**config.mk**
```make
export PLATFORM = sky130hd
export DESIGN_NAME = pipe_hazard_ctrl
export DESIGN_NICKNAME = d
export VERILOG_FILES = /design/src/rtl/pipe_ctrl_pkg.sv /design/src/rtl/sat_counter.sv /design/src/rtl/pipe_hazard_ctrl.sv
export SDC_FILE = /design/constraint.sdc
export NUM_CORES = 1
export LEC_CHECK = 0
export BUFFER_PORTS_ARGS = -buffer_cell sky130_fd_sc_hd__buf_4
export CORE_MARGIN = 5
export CORE_UTILIZATION = 40
export CTS_CLUSTER_SIZE = 24
export DETAILED_ROUTE_END_ITERATION = 6
export HOLD_SLACK_MARGIN = 0.05
export PLACE_DENSITY = 0.67
export REMOVE_ABC_BUFFERS = 1
export SLEW_MARGIN = 20
export SYNTH_ARGS = -nofsm -noshare
export SYNTH_HDL_FRONTEND = slang
export SYNTH_SLANG_ARGS = --single-unit
```
**constraint.sdc**
```tcl
create_clock -name clk -period 2.99 [get_ports clk]
set_input_delay 0.897 -clock clk [delete_from_list [all_inputs] [get_ports clk]]
set_output_delay 0.897 -clock clk [all_outputs]
set_load 0.1 [all_outputs]
```
**src/rtl/pipe_ctrl_pkg.sv**
```systemverilog
// Shared types and defaults for the pipeline hazard controller.
// Latency: n/a (types and constants only).
// Backpressure: n/a.
package pipe_ctrl_pkg;

    // Parameter defaults used by the controller top.
    localparam int NREG_DEF     = 32;
    localparam int ZERO_REG_DEF = 1;
    localparam int NSTG_DEF     = 3;
    localparam int CNT_W_DEF    = 32;

    // EX operand source select.
    typedef enum logic [1:0] {
        FWD_RF  = 2'b00,
        FWD_WB  = 2'b01,
        FWD_MEM = 2'b10
    } fwd_sel_e;

    // Data-memory wait tracking.
    typedef enum logic {
        RUN      = 1'b0,
        MEM_WAIT = 1'b1
    } state_e;

endpackage

```
**src/rtl/sat_counter.sv**
```systemverilog
// Event counter that sticks at all ones instead of wrapping.
// Latency: count reflects an inc one clock after it is sampled.
// Backpressure: none; inc is sampled every cycle.
module sat_counter #(
    parameter int W = 32
) (
    input  logic         clk,
    input  logic         reset,
    input  logic         inc,
    output logic [W-1:0] count
);

    // Count up on inc until the all-ones value, then hold.
    always_ff @(posedge clk or negedge reset) begin
        if (!reset) begin
            count <= '0;
        end else if (inc && (count != '1)) begin
            count <= count + W'(1);
        end
    end

endmodule

```
**src/rtl/pipe_hazard_ctrl.sv**
```systemverilog
// Forwarding selects, load-use stall, memory freeze and branch flush control.
// Latency: all control outputs combinational; counters lag their event by one clock.
// Backpressure: freeze (data memory not ready) dominates; a branch seen while frozen is held until unfrozen.
module pipe_hazard_ctrl
    import pipe_ctrl_pkg::*;
#(
    parameter int   NREG     = NREG_DEF,
    parameter int   ZERO_REG = ZERO_REG_DEF,
    parameter int   NSTG     = NSTG_DEF,
    parameter int   CNT_W    = CNT_W_DEF,
    localparam int  REGW     = $clog2(NREG)
) (
    input  logic             clk,
    input  logic             reset,
    input  logic [REGW-1:0]  id_rs1,
    input  logic [REGW-1:0]  id_rs2,
    input  logic             id_use1,
    input  logic             id_use2,
    input  logic [REGW-1:0]  ex_rs1,
    input  logic [REGW-1:0]  ex_rs2,
    input  logic [REGW-1:0]  ex_rd,
    input  logic [REGW-1:0]  mem_rd,
    input  logic [REGW-1:0]  wb_rd,
    input  logic             ex_regwrite,
    input  logic             mem_regwrite,
    input  logic             wb_regwrite,
    input  logic             ex_memread,
    input  logic             mem_req,
    input  logic             dmem_ready,
    input  logic             br_taken,
    output logic [1:0]       fwd_a,
    output logic [1:0]       fwd_b,
    output logic             stall_fe,
    output logic             bubble_ex,
    output logic             freeze,
    output logic [NSTG-1:0]  flush,
    output logic [CNT_W-1:0] stall_cnt,
    output logic [CNT_W-1:0] flush_cnt
);

    state_e   state_q;
    state_e   state_d;
    logic     br_pend_q;
    logic     br_pend_d;
    fwd_sel_e fwd_a_sel;
    fwd_sel_e fwd_b_sel;
    logic     mem_live;
    logic     wb_live;
    logic     ex_live;
    logic     load_use;
    logic     freeze_w;
    logic     flush_evt;
    logic     stall_w;

    // A destination register is a real producer unless it is the hardwired zero.
    assign mem_live = !((ZERO_REG != 0) && (mem_rd == '0));
    assign wb_live  = !((ZERO_REG != 0) && (wb_rd == '0));
    assign ex_live  = !((ZERO_REG != 0) && (ex_rd == '0));

    // Operand forwarding: the younger EX/MEM result wins over MEM/WB.
    always_comb begin
        fwd_a_sel = FWD_RF;
        fwd_b_sel = FWD_RF;
        if (mem_regwrite && mem_live && (mem_rd == ex_rs1)) begin
            fwd_a_sel = FWD_MEM;
        end else if (wb_regwrite && wb_live && (wb_rd == ex_rs1)) begin
            fwd_a_sel = FWD_WB;
        end
        if (mem_regwrite && mem_live && (mem_rd == ex_rs2)) begin
            fwd_b_sel = FWD_MEM;
        end else if (wb_regwrite && wb_live && (wb_rd == ex_rs2)) begin
            fwd_b_sel = FWD_WB;
        end
    end

    assign fwd_a = fwd_a_sel;
    assign fwd_b = fwd_b_sel;

    // The loaded value is not available in time for a dependent instruction in ID.
    // ex_regwrite is not required: a load always writes its destination.
    assign load_use = ex_memread && ex_live &&
                      ((id_use1 && (ex_rd == id_rs1)) ||
                       (id_use2 && (ex_rd == id_rs2)));

    // State and pending-branch registers; reset discards any wait or pending flush.
    always_ff @(posedge clk or negedge reset) begin
        if (!reset) begin
            state_q   <= RUN;
            br_pend_q <= 1'b0;
        end else begin
            state_q   <= state_d;
            br_pend_q <= br_pend_d;
        end
    end

    // Next state plus the freeze > flush > load-use priority resolution.
    always_comb begin
        state_d   = state_q;
        br_pend_d = br_pend_q;
        freeze_w  = 1'b0;
        flush_evt = 1'b0;
        stall_w   = 1'b0;

        case (state_q)
            RUN:      if (mem_req && !dmem_ready) state_d = MEM_WAIT;
            MEM_WAIT: if (dmem_ready)             state_d = RUN;
            default:                              state_d = RUN;
        endcase

        // Outputs are forced quiet while reset is held, whatever the inputs do.
        if (reset) begin
            if (mem_req && !dmem_ready) begin
                freeze_w = 1'b1;
                // Remember the branch; it flushes once the pipe can move again.
                if (br_taken) begin
                    br_pend_d = 1'b1;
                end
            end else if (br_taken || br_pend_q) begin
                // A pending branch and a fresh one in the same cycle are one flush.
                flush_evt = 1'b1;
                br_pend_d = 1'b0;
            end else if (load_use) begin
                stall_w = 1'b1;
            end
        end
    end

    assign freeze    = freeze_w;
    assign stall_fe  = stall_w;
    assign bubble_ex = stall_w;
    assign flush     = {NSTG{flush_evt}};

    sat_counter #(.W(CNT_W)) u_stall_cnt (
        .clk   (clk),
        .reset (reset),
        .inc   (stall_w || freeze_w),
        .count (stall_cnt)
    );

    sat_counter #(.W(CNT_W)) u_flush_cnt (
        .clk   (clk),
        .reset (reset),
        .inc   (flush_evt),
        .count (flush_cnt)
    );

endmodule

```
Word level (Yosys, flattened, before mapping)
Index checks and enable logic that the tools add are counted.
Word-level totals
  output and inout port bits: 74
  logic and storage cells: 55
  input bits: 46
  bits in registers: 65
Operators by class
  reductions and logical operators: 25
  $add $sub $neg: 2
  multiplexer cells: 16
  equal/unequal tests: 9
Operators with widths (count)
  32-bit by 1-bit adder with 32-bit output (second input constant): 2
  32-bit inequality test (second input constant): 2
  5-bit == test: 6
  5-bit zero test: 3
  1-bit 2-to-1 mux: 14
  1-bit logical AND: 13
  1-bit zero test: 4
  2-bit 2-to-1 mux: 2
  1-bit logical OR: 3
  3-bit AND reduction: 1
  2-bit inequality test (second input constant): 1
  2-bit nonzero test: 1

Depth between registers and ports, before layout
Gate-level depths: netlist (run 1).
  word-level depth: 10
  mapped depth: 8
  mapped depth without buffers: 7

Modules after synthesis
A second synthesis (run 1) with hierarchy kept.
Unflattened totals
  cell total of the unflattened synthesis: 368
  area total of the unflattened synthesis: 3758.6 µm²
Modules (own cells, without submodules)
  sat_counter: instances 2, area an instance 1624.1 µm², seq. area each 800.8 µm², cells an instance 151
  pipe_hazard_ctrl: instances 1, area an instance 510.5 µm², seq. area each 25.0 µm², cells an instance 66

Least setup slack after synthesis (run 1)
No wires, ideal clock.
  kind: input to output
  start point: in mem_rd[4]
  end point: out fwd_a[0]
  path slack: -4007 ps
  stages on the path: 4
  data arrival time: 6100 ps
  buffers on the path: 0
  data required time: 2093 ps
  path through: xnor2_1 -> nand3_1 -> nor4_1 -> nor4_1
Between the ends
  word-level cells in the longest chain between the ends: 5
  elaborated cells on any way between the ends: 6
  those cells by class: 1 x eq/ne; 1 x mux; 4 x reduce/logical
RTL lines
  start, declared: RTL line pipe_hazard_ctrl.sv:22  | input logic [REGW-1:0] mem_rd,
  5-bit zero test: RTL line pipe_hazard_ctrl.sv:56  | assign mem_live = !((ZERO_REG != 0) && (mem_rd == '0));
  1-bit zero test: RTL line pipe_hazard_ctrl.sv:56
  1-bit logical AND: RTL line pipe_hazard_ctrl.sv:64  | if (mem_regwrite && mem_live && (mem_rd == ex_rs1)) begin
  1-bit logical AND (*): RTL line pipe_hazard_ctrl.sv:64
  2-bit 2-to-1 mux (*): RTL line pipe_hazard_ctrl.sv:64
  end, declared: RTL line pipe_hazard_ctrl.sv:31  | output logic [1:0] fwd_a,
Mark *: on every way between the ends. The rest lies on a longest branch, timed or not.

Final worst setup path (run 1)
  start point: in wb_rd[1]
  end point: out fwd_a[0]
Between the ends
  word-level cells in the longest chain between the ends: 6
  elaborated cells on any way between the ends: 7
  those cells by class: 1 x eq/ne; 2 x mux; 4 x reduce/logical
RTL lines
  start, declared: RTL line pipe_hazard_ctrl.sv:23  | input logic [REGW-1:0] wb_rd,
  5-bit zero test: RTL line pipe_hazard_ctrl.sv:57  | assign wb_live = !((ZERO_REG != 0) && (wb_rd == '0));
  1-bit zero test: RTL line pipe_hazard_ctrl.sv:57
  1-bit logical AND: RTL line pipe_hazard_ctrl.sv:66  | end else if (wb_regwrite && wb_live && (wb_rd == ex_rs1)) begin
  1-bit logical AND (*): RTL line pipe_hazard_ctrl.sv:66
  1-bit 2-to-1 mux (*): RTL line pipe_hazard_ctrl.sv:66
  2-bit 2-to-1 mux (*): RTL line pipe_hazard_ctrl.sv:64
Marked as above.

==> results of run 1 <==
routing by layer:
layer | share of wire | GRT usage | vias to the layer above
li1 | - | - | 1508
met1 | 0.41 | 0.200 | 1496
met2 | 0.51 | 0.272 | 74
met3 | 0.061 | 0.0587 | 14
met4 | 0.014 | 0.0440 | 0
met5 | 0 | 0 | -
sequential cells by signal, indices dropped and copies added, names as in the netlist:
name,cells
br_pend_q,1
u_flush_cnt.count,32
u_stall_cnt.count,32
worst reg2reg max path, stage by stage, from the launching register on:
cell and delay [ns]:
dfrtp_1 0.45, nand4_2 0.19, nor4_4 0.39, and3_1 0.43, nand4_4 0.19, nor3_2 0.15
xor2_1 0.16
cell families (layout without fill, tap and decap cells):
| logic type | after synthesis | after routing | synth area share |
|---|---|---|---|
| mux | 2 | 2 | 0.00619 |
| buf+inv | 26 | 175 | 0.0354 |
| xor+xnor | 92 | 92 | 0.221 |
| simple gates | 154 | 154 | 0.262 |
| compound gates | 12 | 12 | 0.0217 |
| flops | 65 | 65 | 0.447 |
| fa+ha+maj | 2 | 2 | 0.00687 |
report_power, final:
part | switching [mW] | internal (mW) | total (mW)
Clock | 0.320 | 0.424 | 0.744
Sequential | 0.0834 | 0.939 | 1.02
Combinational | 0.627 | 0.233 | 0.859
Total | 1.03 | 1.60 | 2.63
timing repair:
action | 4_1_cts | 5_1_grt
pin swaps | 8 | 9
resized for setup | 21 | 28
hold buffers | 0 | 0
buffers inserted | 1 | 1
setup endpoints to repair | 6 | 6
metrics by stage:
stage | total power [mW] | setup WS, ns | instance area [µm²]
final | 2.63 | -0.208 | 5220
after CTS | 2.64 | -0.233 | 5050
after floorplan | 1.62 | -4.01 | 3580
after global routing | 2.74 | -0.269 | 5220
after detailed placement | 1.87 | -0.445 | 4780
after global placement | 1.86 | -0.387 | 4780
worst max-delay path by stage:
stage	slack [ns]	startpoint	cells after the start	to
CTS	-0.23	mem_rd[1]	6	fwd_a[0]
finish	-0.21	wb_rd[1]	6	fwd_a[0]
detailed placement	-0.45	mem_rd[1]	6	fwd_a[0]
floorplan	-4.01	mem_rd[4]	4	fwd_a[0]
global placement	-0.39	mem_rd[1]	6	fwd_a[0]
global route	-0.27	wb_rd[1]	6	fwd_a[0]
placed cells by master (no fill, tap or decap), drive strengths merged:
cell type and count:
and3 11, nand2b 1, nor2 23, bufinv 1, o21ai 4, nor4 11
or3 3, and4bb 1, inv 18, ha 2, o22ai 1, and4 5
nor4b 1, clkbuf 12, buf 142, or4 5, o221ai 1, a21oi 5
xor2 45, o2111ai 1, clkinv 2, nand4b 1, nand3 26, nor3 20
nand4 17, mux2 2, and2 2, dfrtp 65, nand2 24, xnor2 47
nor2b 2, nor3b 1
Yosys cell counts (all sizes together) (5+ instances only):
cell and n:
buf 8, inv 18, xnor2 47, xor2 45, nand2 24, nor4 11
nand4 17, and4 5, or4 5, a21oi 5, dfrtp 65, nand3 26
nor3 20, and3 11, nor2 23
area by class of cell:
class | instances | area [µm²]
Clock buffer | 12 | 155
Sequential cell | 65 | 1630
Multi-Input combinational cell | 262 | 2030
Inverter | 18 | 67.6
Tap cell | 108 | 135
Clock inverter | 3 | 40.0
Timing Repair Buffer | 142 | 1160
Fill cell | 755 | 3590
==> flow_metrics.py, run 1 <==
metrics = {
    "run_status": {
        "outcome": "complete, but fails checks",
        "violations": "negative setup slack",
    },
    "setup_path": {
        "crit_fanout": 3,
        "startpoint_type": "primary input",
        "critPathArrivalTime_ns": 2.30,
        "path_buf_inv": 2,
        "ff2ff_path_depth": 6,
        "cp-end-kind": "primary output",
        "cp.required_ns": 2.09,
        "critPathTopFamily": "simple AND/OR/NAND/NOR gates",
        "reg2reg_from": "u_flush_cnt.count[10]",
        "worstSetupPathType": "in -> out",
        "r2r_slack_ns": 0.96,
        "cpMostUsedCell": "or4_1",
        "critPathMaxStageDelay_ns": 0.55,
        "crit_slowest_cell": "or4_1",
        "timing.rr.end": "u_flush_cnt.count[27]",
        "crit_chain": "buf_4, or4_1, o21ai_1, or4_1, nor4_2, buf_6",
    },
    "hold_path": {
        "hp-class": "reg -> reg",
        "hold_end": "u_stall_cnt.count[23]",
        "min_path_cells": 1,
        "worstHoldStart": "u_stall_cnt.count[23]",
    },
    "job": {
        "cap_viol_max_count": 0,
    },
    "logic_synthesis": {
        "ys_ff_latch": 65,
        "yosysWarnings": 0,
        "synth_top_area_share": 0.447,
        "yosys-top-cells-area": "dfrtp_1 (45%), xnor2_1 (11%), xor2_1 (11%), nand3_1 (3.2%), nand2_1 (2.5%)",
        "synth_top_area_cell": "dfrtp_1",
        "ys_dominant_reg_cell": "dfrtp_1",
        "syn_inst": 353,
        "synth_seq_area_share": 0.447,
        "yosys.cell_types.count": 42,
        "async_flop_share": 1.00,
        "syn-cell-area_um2": 3640,
        "syn-mean-instance-area_um2": 10.3,
        "synth_edf_count": 0,
    },
    "cts": {
        "cts_tree": "built",
        "numClockSinks": 65,
        "cts.clk_slew.worst_paths_ns": 0.07,
        "h-tree-depth": 3,
        "clockBufferDepth": 2,
        "numCtsBuffers": 9,
        "clock_tree.root_cell": "clkbuf_8",
        "clkLatencyLatePin_ns": 0.33,
    },
    "final_layout": {
        "final_core_util": 0.592,
        "n_antenna_cell": 0,
        "drive_above_1_share": 0.398,
        "syn_to_final_growth_pct": 43.3,
        "final_nets": 546,
        "stdcell_count": 610,
    },
    "routing": {
        "drtAntennaViolNets": 0,
        "wl_per_cell_um": 15.0,
        "route.detailed.drc": 0,
        "via_count": 3092,
        "firstDrtPassIters": 4,
        "wl_mm": 9.18,
        "dr.first_iter.drc_count": 107,
        "vias_per_cell": 5.07,
    },
    "sta": {
        "fmax_mhz": 313,
        "drv_slew": 0,
        "layout_setup_ws_ns": -0.208,
        "fin_skew_ns": 0.00565,
        "final.setup.tns_ns": -0.398,
        "rsz0062_at_grt": "true",
        "maxSlewHeadroom": 0.616,
        "fin_crit_sh": 1.07,
        "hold_slack_ns": 0.495,
        "finalHoldViolations": 0,
        "setup_viol": 3,
        "worst_slew_pin_slew_ns": 0.576,
        "post-route-min-period_ns": 3.20,
    },
    "floorplanning": {
        "die_w_um": 105,
        "coreArea_um2": 8810,
        "start_util": 0.413,
        "rows": 34,
        "die_area_um2": 11100,
        "pin_count": 120,
        "die_h_um": 105,
    },
    "pwr": {
        "peakVddDrop_v": 0.000431,
        "leakage_nw": 2.56,
        "p_per_area_nw_per_um2": 503,
    },
    "global_routing": {
        "grt-ovfl-total": 0,
        "grt_max_degree": 46,
        "grt_pass1_vias": 3030,
        "grt_antenna_before_repair": 0,
        "grt_pass1_wl_mm": 14.7,
        "track_usage": 0.163,
    },
    "placement": {
        "placed_cells": 593,
        "place.gp.congestion": 0.785,
        "hpwl_mm": 7.08,
        "numPortBuffers": 118,
    },
}
Power figures use the tool's default switching activity.
==> run 2, diff against run 1 <==
--- a/config.mk
+++ b/config.mk
@@ -13,6 +13,7 @@
 export HOLD_SLACK_MARGIN = 0.05
 export PLACE_DENSITY = 0.67
 export REMOVE_ABC_BUFFERS = 1
+export SETUP_SLACK_MARGIN = 0.02
 export SLEW_MARGIN = 20
 export SYNTH_ARGS = -nofsm -noshare
 export SYNTH_HDL_FRONTEND = slang
==> run 2 against run 1 <==
Against the previous run:
- the run still ends with negative setup slack left
- clock skew is essentially flat
- count of clock-buffer cells in the layout is the same
- highest routed layer unchanged
- largest power group unchanged
- global-route usage grew 0.25 points
- sequential share of layout area shrank 0.25 points
- worst hold slack is essentially flat
- combinational power is essentially flat
- routed wire length is essentially flat
- maximum frequency grew 0.48%
- final cell count grew 0.98%
- die area is the same
- utilization grew 0.48 points
==> flow_metrics.py, run 2 (same netlist as run 1, synthesis figures left out) <==
metrics = {
    "routing": {
        "vias_per_cell": 5.07,
        "route.detailed.drc": 0,
        "firstDrtPassIters": 4,
        "dr.first_iter.drc_count": 84,
        "drtAntennaViolNets": 0,
        "wl_mm": 9.17,
        "via_count": 3123,
        "wl_per_cell_um": 14.9,
    },
    "final_layout": {
        "mostFrequentLayoutCell": "buf_4",
        "n_antenna_cell": 0,
        "top_regs": "u_flush_cnt.count (32), u_stall_cnt.count (32), br_pend_q (1)",
        "syn_to_final_growth_pct": 44.4,
        "fillers": 747,
        "mostFrequentLayoutCells": "buf_4 (127), dfrtp_1 (65), xor2_1 (45)",
        "final_nets": 552,
        "final_core_util": 0.597,
        "stdcell_count": 616,
        "drive_above_1_share": 0.402,
    },
    "global_routing": {
        "grt_busiest_layer": "met2",
        "grt_pass1_wl_mm": 15.0,
        "met3_usage": 0.0581,
        "grt_max_degree": 46,
        "grt_antenna_before_repair": 0,
        "grt-ovfl-total": 0,
        "grt_pass1_vias": 3106,
        "track_usage": 0.166,
        "use_met2": 0.275,
        "use_met1": 0.204,
    },
    "placement": {
        "placed_cells": 593,
        "hpwl_mm": 7.08,
        "place.gp.congestion": 0.785,
        "numPortBuffers": 118,
    },
    "sta": {
        "fmax_mhz": 314,
        "post-route-min-period_ns": 3.18,
        "finalHoldViolations": 0,
        "maxSlewHeadroom": 0.615,
        "fin_skew_ns": 0.00563,
        "hold_slack_ns": 0.495,
        "layout_setup_ws_ns": -0.193,
        "setup_viol": 3,
        "worst_slew_pin_slew_ns": 0.577,
        "rsz0062_at_grt": "true",
        "drv_slew": 0,
        "fin_crit_sh": 1.06,
    },
    "cts": {
        "clockBufferDepth": 2,
        "cts_tree": "built",
        "cts.clk_slew.worst_paths_ns": 0.07,
        "numClockSinks": 65,
        "numCtsBuffers": 9,
        "clkLatencyLatePin_ns": 0.34,
        "clock_tree.root_cell": "clkbuf_8",
        "h-tree-depth": 3,
    },
    "setup_path": {
        "worstSetupPathType": "in -> out",
        "critPathArrivalTime_ns": 2.29,
        "crit_fanout": 2,
        "cp-end-kind": "primary output",
        "cp.required_ns": 2.09,
        "startpoint_type": "primary input",
    },
    "hold_path": {
        "hp-class": "reg -> reg",
    },
    "run_status": {
        "violations": "negative setup slack",
        "outcome": "complete, but fails checks",
    },
    "floorplanning": {
        "pin_count": 120,
        "die_area_um2": 11100,
        "start_util": 0.413,
        "die_h_um": 105,
        "rows": 34,
        "die_w_um": 105,
        "coreArea_um2": 8810,
    },
    "pwr": {
        "leakage_nw": 2.58,
        "power_mw": 2.63,
        "p_per_area_nw_per_um2": 500,
        "peakVddDrop_v": 0.000431,
    },
    "job": {
        "cap_viol_max_count": 0,
    },
}
run 2: timing repair:
| item | 4_1_cts | 5_1_grt |
|---|---|---|
| resized for setup | 36 | 16 |
| endpoints found under the setup margin | 6 | 7 |
| pin swaps | 9 | 8 |
| hold buffers | 0 | 0 |
| hold endpoints to repair | 0 | 0 |
| setup buffers | 8 | 0 |
run 2: final cells by class:
class	instances	area, µm²	area share
multi-input cells	262	2000	0.381
flip-flops and latches	65	1630	0.309
repair buffers	148	1230	0.234
clock buffers	12	155	0.0295
well taps	108	135	0.0257
inverters	18	67.6	0.0129
clock inverters	3	40.0	0.00762
run 2: worst max-delay path, cell delays in order:
cell	delay (ns)
buf_6	0.10
xor2_1	0.16
or4_4	0.56
nor4_4	0.31
buf_6	0.26
run 2: layer usage:
layer	part of all wire	up-vias
met4	0.013	0
li1	-	1521
met3	0.064	11
met2	0.51	83
met1	0.42	1508
met5	0	-
run 2: final timing paths:
| path | slack (ns) | endpoint | start | depth (start not counted) |
|---|---|---|---|---|
| worst min register to register | 0.49 | u_stall_cnt.count[23] | u_stall_cnt.count[23] | 1 |
| worst max-delay path | -0.19 | fwd_b[0] | ex_rs2[4] | 5 |
| worst min-delay path | 0.49 | u_stall_cnt.count[23] | u_stall_cnt.count[23] | 1 |
| worst max register to register | 0.79 | u_stall_cnt.count[30] | br_pend_q | 14 |
| min in group asynchronous | 0.57 | u_flush_cnt.count[2] | reset | 2 |
| max in group asynchronous | 1.90 | u_stall_cnt.count[16] | reset | 2 |
run 2: where the power goes:
part / leakage, nW / switching, mW / internal [mW] / total [mW]
logic: 1.64 / 0.625 / 0.237 / 0.862
clock network: 0.102 / 0.322 / 0.424 / 0.746
registers: 0.835 / 0.0836 / 0.939 / 1.02
run 2: stage by stage:
step / TNS (ns) / worst slack (ns) / area [µm²]
3_5_place_dp: -1.27 / -0.445 / 4780
3_3_place_gp: -1.02 / -0.387 / 4780
6_report: -0.365 / -0.193 / 5260
4_1_cts: -0.451 / -0.231 / 5180
5_1_grt: -0.526 / -0.216 / 5260
2_1_floorplan: -17.05 / -4.01 / 3580
